## src/rtl/dryer_actuator_seq.sv

```systemverilog
// Safety sequencer between the dryer controller and the motor/heater relays:
// spin-up before heat, rate-limited heat ramp, cool-down run, door/over-temp interlocks.

module dryer_actuator_seq_chk (
   input logic       CLK,
   input logic       RESET_N,
   input logic       MTR_DRV,
   input logic [0:1] HTR_DRV,
   input logic       FAULT
);

   heater_needs_motor: assert property (@(posedge CLK) disable iff (!RESET_N)
      (HTR_DRV != 2'b00) |-> MTR_DRV);

   no_heat_in_fault: assert property (@(posedge CLK) disable iff (!RESET_N)
      FAULT |-> (HTR_DRV == 2'b00));

endmodule

module dryer_actuator_seq #(
   parameter int CLK_PER_SEC  = 50000,
   parameter int SPINUP_SEC   = 2,
   parameter int COOLDOWN_SEC = 5,
   parameter int SEC_W        = 8
) (
   input  logic       CLK,
   input  logic       RESET_N,
   input  logic       MTR_REQ,
   input  logic [0:1] HTR_REQ,
   input  logic       DOOR_OPEN,
   input  logic       OVERTEMP,
   input  logic       FAULT_CLR,
   output logic       MTR_DRV,
   output logic [0:1] HTR_DRV,
   output logic       COOLING,
   output logic       FAULT
);

   localparam int PRE_W = $clog2(CLK_PER_SEC);

   localparam logic [PRE_W-1:0] PRE_ZERO = {PRE_W{1'b0}};
   localparam logic [PRE_W-1:0] PRE_ONE  = PRE_W'(1);
   localparam logic [PRE_W-1:0] PRE_TC   = PRE_W'(CLK_PER_SEC - 1);
   localparam logic [SEC_W-1:0] SEC_ZERO = {SEC_W{1'b0}};
   localparam logic [SEC_W-1:0] SEC_ONE  = SEC_W'(1);
   localparam logic [SEC_W-1:0] SEC_SPIN = SEC_W'(SPINUP_SEC);
   localparam logic [SEC_W-1:0] SEC_COOL = SEC_W'(COOLDOWN_SEC);

   typedef enum logic [2:0] {
      ST_IDLE     = 3'd0,
      ST_SPINUP   = 3'd1,
      ST_RUN      = 3'd2,
      ST_COOLDOWN = 3'd3,
      ST_FAULT    = 3'd4
   } state_t;

   state_t           state_r;
   state_t           state_nxt_s;
   logic             door_meta_r;
   logic             door_sync_r;
   logic             temp_meta_r;
   logic             temp_sync_r;
   logic [PRE_W-1:0] presc_r;
   logic [SEC_W-1:0] sec_r;
   logic [SEC_W-1:0] sec_load_s;
   logic             sec_tick_s;
   logic             expire_s;
   logic             heat_used_r;
   logic             heat_seen_s;
   logic [0:1]       ramp_s;
   logic             mtr_drv_r;
   logic [0:1]       htr_drv_r;
   logic             cooling_r;
   logic             fault_r;
   logic             mtr_nxt_s;
   logic [0:1]       htr_nxt_s;
   logic             cool_nxt_s;
   logic             fault_nxt_s;

   assign sec_tick_s  = (presc_r == PRE_TC);
   // A timed state ends on its last tick, or after one cycle when loaded with zero.
   assign expire_s    = (sec_r == SEC_ZERO) || (sec_tick_s && (sec_r == SEC_ONE));
   assign heat_seen_s = heat_used_r || (htr_drv_r != 2'b00);

   // Two-flop synchronizers for the asynchronous door and thermal inputs
   always_ff @(posedge CLK or negedge RESET_N) begin
      if (!RESET_N) begin
         door_meta_r <= 1'b0;
         door_sync_r <= 1'b0;
         temp_meta_r <= 1'b0;
         temp_sync_r <= 1'b0;
      end else begin
         door_meta_r <= DOOR_OPEN;
         door_sync_r <= door_meta_r;
         temp_meta_r <= OVERTEMP;
         temp_sync_r <= temp_meta_r;
      end
   end

   // State register
   always_ff @(posedge CLK or negedge RESET_N) begin
      if (!RESET_N) begin
         state_r <= ST_IDLE;
      end else begin
         state_r <= state_nxt_s;
      end
   end

   // Next-state logic; interlocks are checked ahead of normal sequencing
   always_comb begin
      state_nxt_s = state_r;
      case (state_r)
         ST_IDLE: begin
            if (temp_sync_r) begin
               state_nxt_s = ST_FAULT;
            end else if (MTR_REQ && !door_sync_r) begin
               state_nxt_s = ST_SPINUP;
            end else begin
               state_nxt_s = ST_IDLE;
            end
         end
         ST_SPINUP: begin
            if (temp_sync_r) begin
               state_nxt_s = ST_FAULT;
            end else if (door_sync_r || !MTR_REQ) begin
               state_nxt_s = ST_IDLE;
            end else if (expire_s) begin
               state_nxt_s = ST_RUN;
            end else begin
               state_nxt_s = ST_SPINUP;
            end
         end
         ST_RUN: begin
            if (temp_sync_r) begin
               state_nxt_s = ST_FAULT;
            end else if (door_sync_r) begin
               state_nxt_s = ST_IDLE;
            end else if (!MTR_REQ) begin
               state_nxt_s = heat_seen_s ? ST_COOLDOWN : ST_IDLE;
            end else begin
               state_nxt_s = ST_RUN;
            end
         end
         ST_COOLDOWN: begin
            if (temp_sync_r) begin
               state_nxt_s = ST_FAULT;
            end else if (door_sync_r) begin
               state_nxt_s = ST_IDLE;
            end else if (MTR_REQ) begin
               state_nxt_s = ST_RUN;
            end else if (expire_s) begin
               state_nxt_s = ST_IDLE;
            end else begin
               state_nxt_s = ST_COOLDOWN;
            end
         end
         ST_FAULT: begin
            if (FAULT_CLR && !temp_sync_r) begin
               state_nxt_s = ST_IDLE;
            end else begin
               state_nxt_s = ST_FAULT;
            end
         end
         default: state_nxt_s = ST_FAULT;
      endcase
   end

   // Seconds counter reload value for the state being entered
   always_comb begin
      case (state_nxt_s)
         ST_SPINUP:   sec_load_s = SEC_SPIN;
         ST_COOLDOWN: sec_load_s = SEC_COOL;
         ST_FAULT:    sec_load_s = SEC_COOL;
         default:     sec_load_s = SEC_ZERO;
      endcase
   end

   // Prescaler and seconds counter, both restarted on every state change
   always_ff @(posedge CLK or negedge RESET_N) begin
      if (!RESET_N) begin
         presc_r <= PRE_ZERO;
         sec_r   <= SEC_ZERO;
      end else if (state_nxt_s != state_r) begin
         presc_r <= PRE_ZERO;
         sec_r   <= sec_load_s;
      end else begin
         presc_r <= sec_tick_s ? PRE_ZERO : (presc_r + PRE_ONE);
         if (sec_tick_s && (sec_r != SEC_ZERO)) begin
            sec_r <= sec_r - SEC_ONE;
         end else begin
            sec_r <= sec_r;
         end
      end
   end

   // Heater ramp: drops follow immediately, rises take one level per second
   always_comb begin
      if (HTR_REQ < htr_drv_r) begin
         ramp_s = HTR_REQ;
      end else if ((HTR_REQ > htr_drv_r) && sec_tick_s) begin
         ramp_s = htr_drv_r + 2'b01;
      end else begin
         ramp_s = htr_drv_r;
      end
   end

   // Output values for the upcoming state
   always_comb begin
      mtr_nxt_s   = 1'b0;
      htr_nxt_s   = 2'b00;
      cool_nxt_s  = 1'b0;
      fault_nxt_s = 1'b0;
      case (state_nxt_s)
         ST_IDLE: begin
            mtr_nxt_s = 1'b0;
         end
         ST_SPINUP: begin
            mtr_nxt_s = 1'b1;
         end
         ST_RUN: begin
            mtr_nxt_s = 1'b1;
            htr_nxt_s = (state_r == ST_RUN) ? ramp_s : 2'b00;
         end
         ST_COOLDOWN: begin
            mtr_nxt_s  = 1'b1;
            cool_nxt_s = 1'b1;
         end
         ST_FAULT: begin
            fault_nxt_s = 1'b1;
            mtr_nxt_s   = !door_sync_r && ((state_r != ST_FAULT) || !expire_s);
         end
         default: begin
            fault_nxt_s = 1'b1;
         end
      endcase
   end

   // Registered relay outputs and heat history
   always_ff @(posedge CLK or negedge RESET_N) begin
      if (!RESET_N) begin
         mtr_drv_r   <= 1'b0;
         htr_drv_r   <= 2'b00;
         cooling_r   <= 1'b0;
         fault_r     <= 1'b0;
         heat_used_r <= 1'b0;
      end else begin
         mtr_drv_r <= mtr_nxt_s;
         htr_drv_r <= htr_nxt_s;
         cooling_r <= cool_nxt_s;
         fault_r   <= fault_nxt_s;
         if ((state_nxt_s == ST_IDLE) || (state_nxt_s == ST_FAULT)) begin
            heat_used_r <= 1'b0;
         end else begin
            heat_used_r <= heat_seen_s;
         end
      end
   end

   assign MTR_DRV = mtr_drv_r;
   assign HTR_DRV = htr_drv_r;
   assign COOLING = cooling_r;
   assign FAULT   = fault_r;

   dryer_actuator_seq_chk u_chk (
      .CLK     (CLK),
      .RESET_N (RESET_N),
      .MTR_DRV (mtr_drv_r),
      .HTR_DRV (htr_drv_r),
      .FAULT   (fault_r)
   );

endmodule

```

## config.mk

```make
export PLATFORM = sky130hd
export DESIGN_NAME = dryer_actuator_seq
export DESIGN_NICKNAME = d
export VERILOG_FILES = /design/src/rtl/dryer_actuator_seq.sv
export SDC_FILE = /design/constraint.sdc
export NUM_CORES = 1
export LEC_CHECK = 0
export CAP_MARGIN = 0
export CORE_AREA = 4 4 60 67
export CTS_CLUSTER_SIZE = 28
export DETAILED_ROUTE_END_ITERATION = 8
export DIE_AREA = 0 0 64 71
export HOLD_SLACK_MARGIN = 0.03
export PLACE_DENSITY_LB_ADDON = 0.05
export SKIP_LAST_GASP = 1
export SYNTH_ARGS = -nofsm -noshare
export SYNTH_HDL_FRONTEND = slang
export SYNTH_HIERARCHICAL = 1
export SYNTH_SLANG_ARGS = --single-unit
```

## constraint.sdc

```tcl
create_clock -name CLK -period 5.8 [get_ports CLK]
set_input_delay 1.16 -clock CLK [delete_from_list [all_inputs] [get_ports CLK]]
set_output_delay 1.16 -clock CLK [all_outputs]
set_load 0.005 [all_outputs]
```

==> results of run 1 <==
[Yosys cell counts (3+ instances only)]
cell and n:
sky130_fd_sc_hd__nor2_1 33, sky130_fd_sc_hd__dfrtp_1 37, sky130_fd_sc_hd__a21o_1 4, sky130_fd_sc_hd__nand2b_1 3
sky130_fd_sc_hd__nand3_1 9, sky130_fd_sc_hd__a211oi_1 3, sky130_fd_sc_hd__xnor2_1 10, sky130_fd_sc_hd__xor2_1 11
sky130_fd_sc_hd__nor3_1 3, sky130_fd_sc_hd__nand2_1 12, sky130_fd_sc_hd__and3_1 5, sky130_fd_sc_hd__o21ai_0 7
sky130_fd_sc_hd__ha_1 7, sky130_fd_sc_hd__nand4_1 10, sky130_fd_sc_hd__and2_1 3, sky130_fd_sc_hd__inv_1 12
sky130_fd_sc_hd__a21oi_1 5
[critical path: cells and delay by family]
family / cells / cell delay, ps
simple gates: 3 / 740
buf+inv: 1 / 560
compound gates: 3 / 740
[metal layers]
layer	vias to the layer above	global-route usage, %
met1	761	26.3
li1	774	-
met5	-	0
met2	39	33.2
met3	14	4.92
met4	0	8.39
[layout make-up]
type / instances / area, µm²
multi-input cells: 158 / 1040
repair buffers: 12 / 115
clock buffers: 5 / 37.5
clock inverters: 3 / 65.1
inverters: 12 / 45.0
well taps: 48 / 60.1
flip-flops and latches: 37 / 926
fillers: 258 / 1040
[layout by cell type (no fill, tap or decap), types with 3 or more instances in the layout]
cell type	count
sky130_fd_sc_hd__dfrtp_1	37
sky130_fd_sc_hd__nor2_1	33
sky130_fd_sc_hd__inv_1	12
sky130_fd_sc_hd__nand2_1	12
sky130_fd_sc_hd__xor2_1	11
sky130_fd_sc_hd__clkdlybuf4s50_1	11
sky130_fd_sc_hd__nand4_1	10
sky130_fd_sc_hd__xnor2_1	10
sky130_fd_sc_hd__nand3_1	9
sky130_fd_sc_hd__o21ai_0	7
sky130_fd_sc_hd__ha_1	7
sky130_fd_sc_hd__a21oi_1	5
sky130_fd_sc_hd__and3_1	5
sky130_fd_sc_hd__clkbuf_4	5
sky130_fd_sc_hd__a21o_1	4
sky130_fd_sc_hd__nor3_1	3
sky130_fd_sc_hd__and2_1	3
sky130_fd_sc_hd__nand2b_1	3
sky130_fd_sc_hd__a211oi_1	3
[cell families after synthesis]
kind of cell               count (synthesis)  share of synthesized area [%]
muxes                                      2                          0.982
DFF                                       37                           45.4
and+or+nand+nor                           99                           27.1
AOI/OAI and AO/OA                         29                           9.88
buffers and inverters                     16                           3.37
xor gates and xnor gates                  21                           9.02
adders and majority gates                  7                           4.29
[report_power, final]
group          switching [mW]  total [mW]  internal (mW)
combinational          0.0440      0.0760         0.0319
sequential             0.0198       0.294          0.274
clock                  0.0860       0.219          0.133
total                   0.150       0.589          0.440
[flip-flops by register name (all words and copies together) (netlist names)]
name and cells:
COOLING 1, FAULT 1, HTR_DRV 2, MTR_DRV 1
door_meta_r 1, door_sync_r 1, heat_used_r 1, presc_r 16
sec_r 8, state_r 3, temp_meta_r 1, temp_sync_r 1
[per-stage QoR]
step | std cells | power, mW | worst slack [ps]
after detailed placement | 267 | 0.374 | 2580
final | 275 | 0.589 | 2860
after CTS | 275 | 0.593 | 2910
after floorplan | 211 | 0.345 | 3500
after global routing | 275 | 0.619 | 2690
after global placement | 267 | 0.370 | 2700
[path summary, 6_finish.rpt]
check / start / end / slack (ps) / cells past startpoint
setup / recovery: MTR_REQ / sec_r[1] / 2860 / 7
hold / removal: door_meta_r / door_sync_r / 360 / 0
setup reg to reg: HTR_DRV[1] / sec_r[1] / 3490 / 8
hold reg to reg: door_meta_r / door_sync_r / 360 / 0
max in group asynchronous: RESET_N / presc_r[0] / 4410 / 1
min in group asynchronous: RESET_N / sec_r[4] / 890 / 1
==> PnR_summary.wiki, run 1 <==
{| class="wikitable"
! Metric !! Value
|-
| Pwr dens || 257 nW/µm²
|-
| First-pass GRT wire length || 7.34 mm
|-
| Data required, critical path || 6060 ps
|-
| Cts-stage hold buffer count || 0
|-
| Insertion delay to the later sink of the worst-skew pair || 340 ps
|-
| Largest net degree at the start of global routing || 38
|-
| Util after Layout || 68.9%
|-
| Type of the worst min-delay path || reg -> reg
|-
| Crit path capture type || flip-flop
|-
| Routed length on met3 || 158 µm
|-
| Number of DRC markers in iteration 0 || 111
|-
| TritonCTS clock tree || done
|-
| Number of nets still failing antenna checks after routing || 0
|-
| Crit path DAT || 3200 ps
|-
| Cell type with the largest total area after synthesis || sky130_fd_sc_hd__dfrtp_1
|-
| Portion of the post-synthesis area used by sequential elements || 45.4%
|-
| Final hold violation count || 0
|-
| Routability congestion estimate from global placement || 0.931
|-
| Cell Area, Synth || 2040 µm²
|-
| Max Cap Viol || 0
|-
| Setup fix buffers added after clock tree synthesis || 0
|-
| Total routing resource utilization after global routing || 20.5%
|-
| Number of search-and-repair iterations in the first detailed-routing pass || 4
|-
| Total clock buffers created by CTS || 5
|-
| Most Frequent Cell on Critical Path || sky130_fd_sc_hd__o21ai_0
|-
| DIE WIDTH || 64 µm
|-
| Site Rows || 22
|-
| Via count of the first global-routing pass || 1614
|-
| Final worst path period share || 50.8%
|-
| Status || completed
|-
| Initial antenna violation count || 0
|-
| Syn_area_per_cell || 9.67 µm²
|-
| Biggest cell delay along the critical path || 560 ps
|-
| Detailed-route wire length on metal 1 || 1.85 mm
|-
| Final antenna diode count || 0
|-
| Final min period || 2940 ps
|-
| Cells after synthesis || 211
|-
| LEAKAGE || 0.991 nW
|-
| Via density per instance || 5.77
|-
| Number of nets at the end of the flow || 241
|-
| Ports || 13
|-
| Transition time at the pin with the least slew margin || 788 ps
|-
| Clock transition at the register clock pins on the worst setup and hold paths after CTS || 120 ps
|-
| Post-placement cell area || 2190 µm²
|-
| Layout cell share with drive strength beyond 1 || 7.05%
|-
| Post-route cell area || 2290 µm²
|-
| Starting density of the core || 61.2%
|-
| Final-layout worst hold slack || 359 ps
|-
| Number of remaining DRC errors || 0
|-
| Cell at the root of the clock tree || sky130_fd_sc_hd__clkbuf_4
|-
| Fraction of registers with async set/reset || 100%
|-
| Total length of routed met2 wires || 2.03 mm
|-
| Fmax || 340 MHz
|-
| Cell types occupying the most area after synthesis || sky130_fd_sc_hd__dfrtp_1 45%, sky130_fd_sc_hd__nor2_1 6.1%, sky130_fd_sc_hd__xor2_1 4.7%
|-
| Total die area || 4540 µm²
|-
| Clock Sinks || 37
|-
| H-tree depth reported by CTS || 2
|-
| Aggregate global routing overflow || 0
|-
| Post-synth top flop || sky130_fd_sc_hd__dfrtp_1
|-
| Estimated wirelength of the detail-placed design || 2.97 mm
|-
| Slowest-stage cell, CP || sky130_fd_sc_hd__clkdlybuf4s50_1
|-
| Synthesized flop and latch total || 37
|-
| Core area || 3330 µm²
|-
| Startpoint type of the worst setup path || input pin
|-
| Routed wire per std cell || 15.0 µm
|-
| Y dimension of the die || 71 µm
|-
| Final setup violation count || 0
|-
| Yosys Warn Count || 6
|-
| Summed negative setup slack over all endpoints || 0 ps
|-
| Kind of critical path || in -> reg
|-
| Total of buffers placed on input and output ports || 12
|-
| Post-CTS sizing || 0
|-
| Final clock skew || 10.7 ps
|-
| Relative slew slack || 47.4%
|-
| Peak VDD IR || 179 µV
|-
| Portion of synthesized cell area occupied by the leading cell type || 45.4%
|-
| Via count of the routed design || 1588
|-
| Largest fanout of any net on the critical path || 13
|-
| EDFF count, synth || 0
|-
| Number of distinct library cells after synthesis || 44
|-
| Cell-by-cell trace of the critical path || clkdlybuf4s50_1 > nand2b_1 > o21ai_0 > and3_1 > a211oi_1 > nand2_1 > o21ai_0
|-
| Max Buffers Root-to-Sink || 2
|-
| Unrepaired setup endpoints after global routing || no
|-
| Wire length after detailed routing || 4.14 mm
|-
| Area Growth Syn to Fin || 12.5%
|-
| Highest metal layer with signal wires || met4
|-
| Slew Viols, Final || 0
|-
| Synthesized netlist net count || 226
|}
Power figures use the tool's default switching activity.
==> inputs of run 2 (changes only) <==
- CORE_AREA: 4 4 60 67 -> 4 4 65 73
- DIE_AREA: 0 0 64 71 -> 0 0 69 77
- clock period: 5.8 -> 2.6 ns (I/O delays scaled with it)
==> run 2 against run 1 <==
- total power grew 120%
- register-to-register slack got worse by 3100 ps
- clock-buffer cell count up 2
- critical path depth did not move
- cell area up 1.1%
- flip-flop and latch count is the same
- clock power rose by 99%
- global-route usage decreased by 3.0 points
- sequential share of layout area fell by 0.46 points
- critical path type unchanged
==> PnR_summary.wiki, run 2 (synthesized netlist as in run 1, its figures left out) <==
{| class="wikitable"
! Metric !! Value
|-
| Status || completed (unchanged)
|-
| First-pass GRT wire length || 7.53 mm (was 7.34 mm)
|-
| Core area || 3960 µm² (was 3330 µm²)
|-
| Number of search-and-repair iterations in the first detailed-routing pass || 4 (unchanged)
|-
| Relative slew slack || 45.5% (was 47.4%)
|-
| Estimated wirelength of the detail-placed design || 3.15 mm (was 2.97 mm)
|-
| Largest fanout of any net on the critical path || 8 (was 13)
|-
| Clock group share of total power || 34.3% (was 37.2%)
|-
| Via density per instance || 5.66 (was 5.77)
|-
| Final hold violation count || 0 (unchanged)
|-
| Number of DRC markers in iteration 0 || 145 (was 111)
|-
| Unrepaired setup endpoints after global routing || no (unchanged)
|-
| Starting density of the core || 51.5% (was 61.2%)
|-
| DIE WIDTH || 69 µm (was 64 µm)
|-
| Crit path capture type || flip-flop (unchanged)
|-
| Transition time at the pin with the least slew margin || 817 ps (was 788 ps)
|-
| Area Growth Syn to Fin || 13.7% (was 12.5%)
|-
| Kind of critical path || in -> reg (unchanged)
|-
| Startpoint type of the worst setup path || input pin (unchanged)
|-
| H-tree depth reported by CTS || 2 (unchanged)
|-
| Total clock buffers created by CTS || 5 (unchanged)
|-
| Post-placement cell area || 2220 µm² (was 2190 µm²)
|-
| Ports || 13 (unchanged)
|-
| Clock transition at the register clock pins on the worst setup and hold paths after CTS || 70 ps (was 120 ps)
|-
| Wire length after detailed routing || 4.25 mm (was 4.14 mm)
|-
| Summed negative setup slack over all endpoints || 0 ps (unchanged)
|-
| Y dimension of the die || 77 µm (was 71 µm)
|-
| Commonest non-fill, non-tap cells in the layout || 37 x sky130_fd_sc_hd__dfrtp_1, 33 x sky130_fd_sc_hd__nor2_1, 12 x sky130_fd_sc_hd__inv_1, 12 x sky130_fd_sc_hd__nand2_1 (unchanged)
|-
| Net switching power || 0.339 mW (was 0.150 mW)
|-
| TritonCTS clock tree || done (unchanged)
|-
| Aggregate global routing overflow || 0 (unchanged)
|-
| Layout cell share with drive strength beyond 1 || 8.26% (was 7.05%)
|-
| Flip-flop count of the largest register, all copies and words added || 16 (unchanged)
|-
| Initial antenna violation count || 0 (unchanged)
|-
| Final setup violation count || 0 (unchanged)
|-
| Largest net degree at the start of global routing || 38 (unchanged)
|-
| Number of remaining DRC errors || 0 (unchanged)
|-
| Int Pwr || 0.931 mW (was 0.440 mW)
|-
| Routability congestion estimate from global placement || 0.881 (was 0.931)
|-
| Number of nets still failing antenna checks after routing || 0 (unchanged)
|-
| Site Rows || 24 (was 22)
|-
| Clock Sinks || 37 (unchanged)
|-
| Setup fix buffers added after clock tree synthesis || 0 (unchanged)
|-
| Total of buffers placed on input and output ports || 12 (unchanged)
|-
| LEAKAGE || 1.01 nW (was 0.991 nW)
|-
| Final clock skew || 5.70 ps (was 10.7 ps)
|-
| Crit path DAT || 2460 ps (was 3200 ps)
|-
| Number of nets at the end of the flow || 244 (was 241)
|-
| Total routing resource utilization after global routing || 17.6% (was 20.5%)
|-
| Fmax || 444 MHz
|-
| Area of the multi-input gates || 1040 µm² (unchanged)
|-
| Peak VDD IR || 356 µV (was 179 µV)
|-
| Register with the highest flop count || presc_r (unchanged)
|-
| Total die area || 5310 µm² (was 4540 µm²)
|-
| Data required, critical path || 2810 ps (was 6060 ps)
|-
| Leading registers by flop count || presc_r x16, sec_r x8, state_r x3 (unchanged)
|-
| Routed wire per std cell || 15.1 µm (was 15.0 µm)
|-
| Type of the worst min-delay path || in -> async (was reg -> reg)
|-
| Max Buffers Root-to-Sink || 2 (unchanged)
|-
| Via count of the first global-routing pass || 1635 (was 1614)
|-
| Post-route cell area || 2320 µm² (was 2290 µm²)
|-
| Final min period || 2250 ps
|-
| Max Cap Viol || 0 (unchanged)
|-
| Commonest non-fill, non-tap cell in the layout || sky130_fd_sc_hd__dfrtp_1 (unchanged)
|-
| Area of all sequential standard cells || 926 µm² (unchanged)
|-
| Final-layout worst hold slack || 324 ps (was 359 ps)
|-
| Post-CTS sizing || 0 (unchanged)
|-
| Insertion delay to the later sink of the worst-skew pair || 280 ps (was 340 ps)
|-
| Combinational Power Share || 14.1% (was 12.9%)
|-
| Share of total power consumed by net switching || 26.7% (was 25.4%)
|-
| Via count of the routed design || 1597 (was 1588)
|-
| Slew Viols, Final || 0 (unchanged)
|-
| Cell at the root of the clock tree || sky130_fd_sc_hd__clkbuf_8 (was sky130_fd_sc_hd__clkbuf_4)
|-
| Final antenna diode count || 0 (unchanged)
|-
| Cts-stage hold buffer count || 0 (unchanged)
|-
| Sequential cell fraction of total power || 51.6% (was 49.9%)
|-
| Final worst path period share || 86.6%
|-
| Pwr dens || 547 nW/µm² (was 257 nW/µm²)
|-
| Layout filler cell count || 370 (was 258)
|}
==> run 2: cell types whose count changed in the layout (fill, tap and decap cells not counted), sizes merged <==
cell | before | now
bufinv | 2 | 0
clkbuf | 5 | 7
buf | 1 | 4
==> run 2: power by group through the flow <==
stage	Sequential [mW]	Combinational (mW)	Clock (mW)
2_1_floorplan	0.652	0.118	0
3_3_place_gp	0.664	0.175	0
3_5_place_dp	0.666	0.179	0
4_1_cts	0.655	0.181	0.448
5_1_grt	0.661	0.205	0.481
6_report	0.655	0.179	0.435
==> run 2: cell type report <==
class / count / area share [%]
Clock buffer: 7 / 4.15
Clock inverter: 1 / 0.216
Inverter: 12 / 1.94
Multi-Input combinational cell: 158 / 45.0
Sequential cell: 37 / 39.9
Tap cell: 52 / 2.80
Timing Repair Buffer: 15 / 5.93
==> run 2: stage by stage <==
| stage | setup WS, ps | cells | total power [mW] | utilization (%) |
|---|---|---|---|---|
| 5_1_grt | 137 | 282 | 1.35 | 58.5 |
| 4_1_cts | 385 | 282 | 1.28 | 58.5 |
| 3_5_place_dp | 90.7 | 274 | 0.845 | 56.0 |
| 2_1_floorplan | 744 | 211 | 0.770 | - |
| 6_report | 349 | 282 | 1.27 | 58.5 |
| 3_3_place_gp | 231 | 274 | 0.840 | 56.0 |
==> run 2: worst max-delay path, stage by stage <==
cell                              delay [ps]
sky130_fd_sc_hd__clkdlybuf4s50_1         500
sky130_fd_sc_hd__nand3b_1                220
sky130_fd_sc_hd__a21oi_1                 240
sky130_fd_sc_hd__a31oi_1                 150
sky130_fd_sc_hd__a211oi_1                300
sky130_fd_sc_hd__nand3_1                 340
sky130_fd_sc_hd__nor2_1                  180
==> run 2: path summary, 6_finish.rpt <==
check                            startpoint     endpoint  slack (ps)  cells past startpoint
worst min-delay path                RESET_N     sec_r[7]         320                      1
worst min register to register  door_meta_r  door_sync_r         350                      0
min in group CLK                door_meta_r  door_sync_r         350                      0
max in group asynchronous           RESET_N  temp_sync_r        1760                      1
worst max register to register   HTR_DRV[1]   presc_r[0]         410                      8
worst max-delay path                MTR_REQ   presc_r[0]         350                      7
==> run 2: routing by layer <==
metal | wire, µm | vias to the layer above | track usage [%]
li1 | - | 780 | -
met1 | 1800 | 770 | 21.2
met2 | 2200 | 38 | 30.0
met3 | 188 | 9 | 4.71
met4 | 54 | 0 | 6.25
met5 | 0 | - | 0
==> inputs of run 3 (changes only) <==
- CORE_AREA: 4 4 65 73 -> 2 2 63 71
- DIE_AREA: 0 0 69 77 -> 0 0 65 73
- MAX_ROUTING_LAYER: unset -> met4
==> run 3 against run 2 <==
- worst hold slack worse by 9.3 ps
- wire length decreased by 1.8%
- cell area is 1.3% lower
- cell count stayed put
- die area shrank 11%
- sequential power hardly changed
- clock skew rose by 2.7 ps
- critical path depth up 1
- flip-flop and latch count unchanged
- critical endpoint is now presc_r[6]
- largest power group unchanged
==> PnR_summary.wiki, run 3 (synthesized netlist as in run 1, its figures left out) <==
{| class="wikitable"
! Metric !! Value
|-
| Number of nets at the end of the flow || 242 (was 244)
|-
| Insertion delay to the later sink of the worst-skew pair || 290 ps (was 280 ps)
|-
| Flip-flop count of the largest register, all copies and words added || 16 (unchanged)
|-
| Register-to-Register Path Depth || 8 (unchanged)
|-
| Total of buffers placed on input and output ports || 12 (unchanged)
|-
| Initial antenna violation count || 0 (unchanged)
|-
| Number of nets still failing antenna checks after routing || 0 (unchanged)
|-
| Cell at the root of the clock tree || sky130_fd_sc_hd__clkbuf_8 (unchanged)
|-
| Clock transition at the register clock pins on the worst setup and hold paths after CTS || 80 ps (was 70 ps)
|-
| Wire length after detailed routing || 4.17 mm (was 4.25 mm)
|-
| Total die area || 4750 µm² (was 5310 µm²)
|-
| Routed wire per std cell || 14.8 µm (was 15.1 µm)
|-
| Aggregate global routing overflow || 0 (unchanged)
|-
| Util after Layout || 55.8% (was 58.5%)
|-
| Largest net degree at the start of global routing || 38 (unchanged)
|-
| DIE WIDTH || 65 µm (was 69 µm)
|-
| Fmax || 447 MHz (was 444 MHz)
|-
| Final min period || 2240 ps (was 2250 ps)
|-
| Post-CTS sizing || 0 (unchanged)
|-
| TritonCTS clock tree || done (unchanged)
|-
| Max Buffers Root-to-Sink || 2 (unchanged)
|-
| Final setup violation count || 0 (unchanged)
|-
| Site Rows || 25 (was 24)
|-
| Post-route cell area || 2290 µm² (was 2320 µm²)
|-
| Register with the highest flop count || presc_r (unchanged)
|-
| Number of search-and-repair iterations in the first detailed-routing pass || 4 (unchanged)
|-
| First-pass GRT wire length || 7.33 mm (was 7.53 mm)
|-
| Pwr dens || 532 nW/µm² (was 547 nW/µm²)
|-
| Number of DRC markers in iteration 0 || 139 (was 145)
|-
| Setup slack after placement || 123 ps (was 90.7 ps)
|-
| Final antenna diode count || 0 (unchanged)
|-
| Transition time at the pin with the least slew margin || 819 ps (was 817 ps)
|-
| Data required, critical path || 2810 ps (about the same)
|-
| Setup fix buffers added after clock tree synthesis || 0 (unchanged)
|-
| Crit path capture type || flip-flop (unchanged)
|-
| Commonest non-fill, non-tap cells in the layout || 37 x sky130_fd_sc_hd__dfrtp_1, 33 x sky130_fd_sc_hd__nor2_1, 12 x sky130_fd_sc_hd__inv_1, 12 x sky130_fd_sc_hd__nand2_1 (unchanged)
|-
| Largest fanout of any net on the critical path || 8 (unchanged)
|-
| Area Growth Syn to Fin || 12.2% (was 13.7%)
|-
| Summed negative setup slack over all endpoints || 0 ps (unchanged)
|-
| Max Cap Viol || 0 (unchanged)
|-
| Total clock buffers created by CTS || 5 (unchanged)
|-
| Post-placement cell area || 2210 µm² (was 2220 µm²)
|-
| Ports || 13 (unchanged)
|-
| LEAKAGE || 0.986 nW (was 1.01 nW)
|-
| Y dimension of the die || 73 µm (was 77 µm)
|-
| Status || completed (unchanged)
|-
| Via density per instance || 5.63 (was 5.66)
|-
| Via count of the first global-routing pass || 1626 (was 1635)
|-
| Unrepaired setup endpoints after global routing || no (unchanged)
|-
| PnR worst setup slack || 365 ps (was 349 ps)
|-
| Kind of critical path || reg -> reg (was in -> reg)
|-
| Leading registers by flop count || presc_r x16, sec_r x8, state_r x3 (unchanged)
|-
| Cts-stage hold buffer count || 0 (unchanged)
|-
| Clock Sinks || 37 (unchanged)
|-
| Peak VDD IR || 294 µV (was 356 µV)
|-
| Estimated wirelength of the detail-placed design || 3.09 mm (was 3.15 mm)
|-
| Total routing resource utilization after global routing || 20.9% (was 17.6%)
|-
| Final hold violation count || 0 (unchanged)
|-
| Crit path DAT || 2450 ps (was 2460 ps)
|-
| Layout cell share with drive strength beyond 1 || 7.02% (was 8.26%)
|-
| Final worst path period share || 86.0% (was 86.6%)
|-
| Type of the worst min-delay path || in -> async (unchanged)
|-
| H-tree depth reported by CTS || 2 (unchanged)
|-
| Starting density of the core || 49.8% (was 51.5%)
|-
| Via count of the routed design || 1588 (was 1597)
|-
| Slew Viols, Final || 0 (unchanged)
|-
| Relative slew slack || 45.4% (was 45.5%)
|-
| Startpoint type of the worst setup path || flip-flop (was input pin)
|-
| Final clock skew || 8.39 ps (was 5.70 ps)
|-
| Number of remaining DRC errors || 0 (unchanged)
|-
| Routability congestion estimate from global placement || 0.924 (was 0.881)
|-
| Commonest non-fill, non-tap cell in the layout || sky130_fd_sc_hd__dfrtp_1 (unchanged)
|-
| Core area || 4100 µm² (was 3960 µm²)
|}
-- run 3: final timing paths --
| path | from | end | slack [ps] |
|---|---|---|---|
| hold reg to reg | door_meta_r | door_sync_r | 360 |
| min in group CLK | door_meta_r | door_sync_r | 360 |
| setup / recovery | HTR_DRV[1] | presc_r[6] | 360 |
| hold / removal | RESET_N | sec_r[5] | 310 |
| max in group asynchronous | RESET_N | door_sync_r | 1760 |
| setup reg to reg | HTR_DRV[1] | presc_r[6] | 360 |
-- run 3: critical path: stages, from the launching register on --
cell and delay [ps]:
sky130_fd_sc_hd__dfrtp_1 400, sky130_fd_sc_hd__inv_1 100, sky130_fd_sc_hd__ha_1 160, sky130_fd_sc_hd__nor2b_1 270, sky130_fd_sc_hd__o21ai_0 170, sky130_fd_sc_hd__and3_1 210
sky130_fd_sc_hd__a211oi_1 320, sky130_fd_sc_hd__nand3_1 330, sky130_fd_sc_hd__nor2_1 200
-- run 3: area by class of cell --
type / count / area, µm²
fill: 377 / 1810
inverter: 12 / 45.0
multi-input combinational: 158 / 1040
clock inverter: 2 / 10.0
timing repair buffer: 13 / 123
clock buffer: 6 / 72.6
sequential: 37 / 926
tap: 54 / 67.6
-- run 3: layer usage --
layer / routed length (µm) / GRT usage [%] / vias to the layer above
li1: - / - / 778
met1: 1750 / 24.2 / 761
met2: 2140 / 34.4 / 37
met3: 183 / 5.56 / 12
met4: 105 / 9.22 / 0
met5: 0 / - / -
-- run 3: power by group --
part / total (mW) / internal, mW / switching, mW
Clock: 0.393 / 0.186 / 0.207
Sequential: 0.655 / 0.612 / 0.0430
Combinational: 0.170 / 0.0730 / 0.0973
Total: 1.22 / 0.871 / 0.347
-- run 3: metrics by stage --
step | instances | hold slack (ps) | total power [mW]
6_report | 282 | 315 | 1.22
5_1_grt | 282 | 370 | 1.29
4_1_cts | 282 | 347 | 1.24
3_5_place_dp | 274 | 344 | 0.838
3_3_place_gp | 274 | 334 | 0.834
2_1_floorplan | 211 | 224 | 0.770
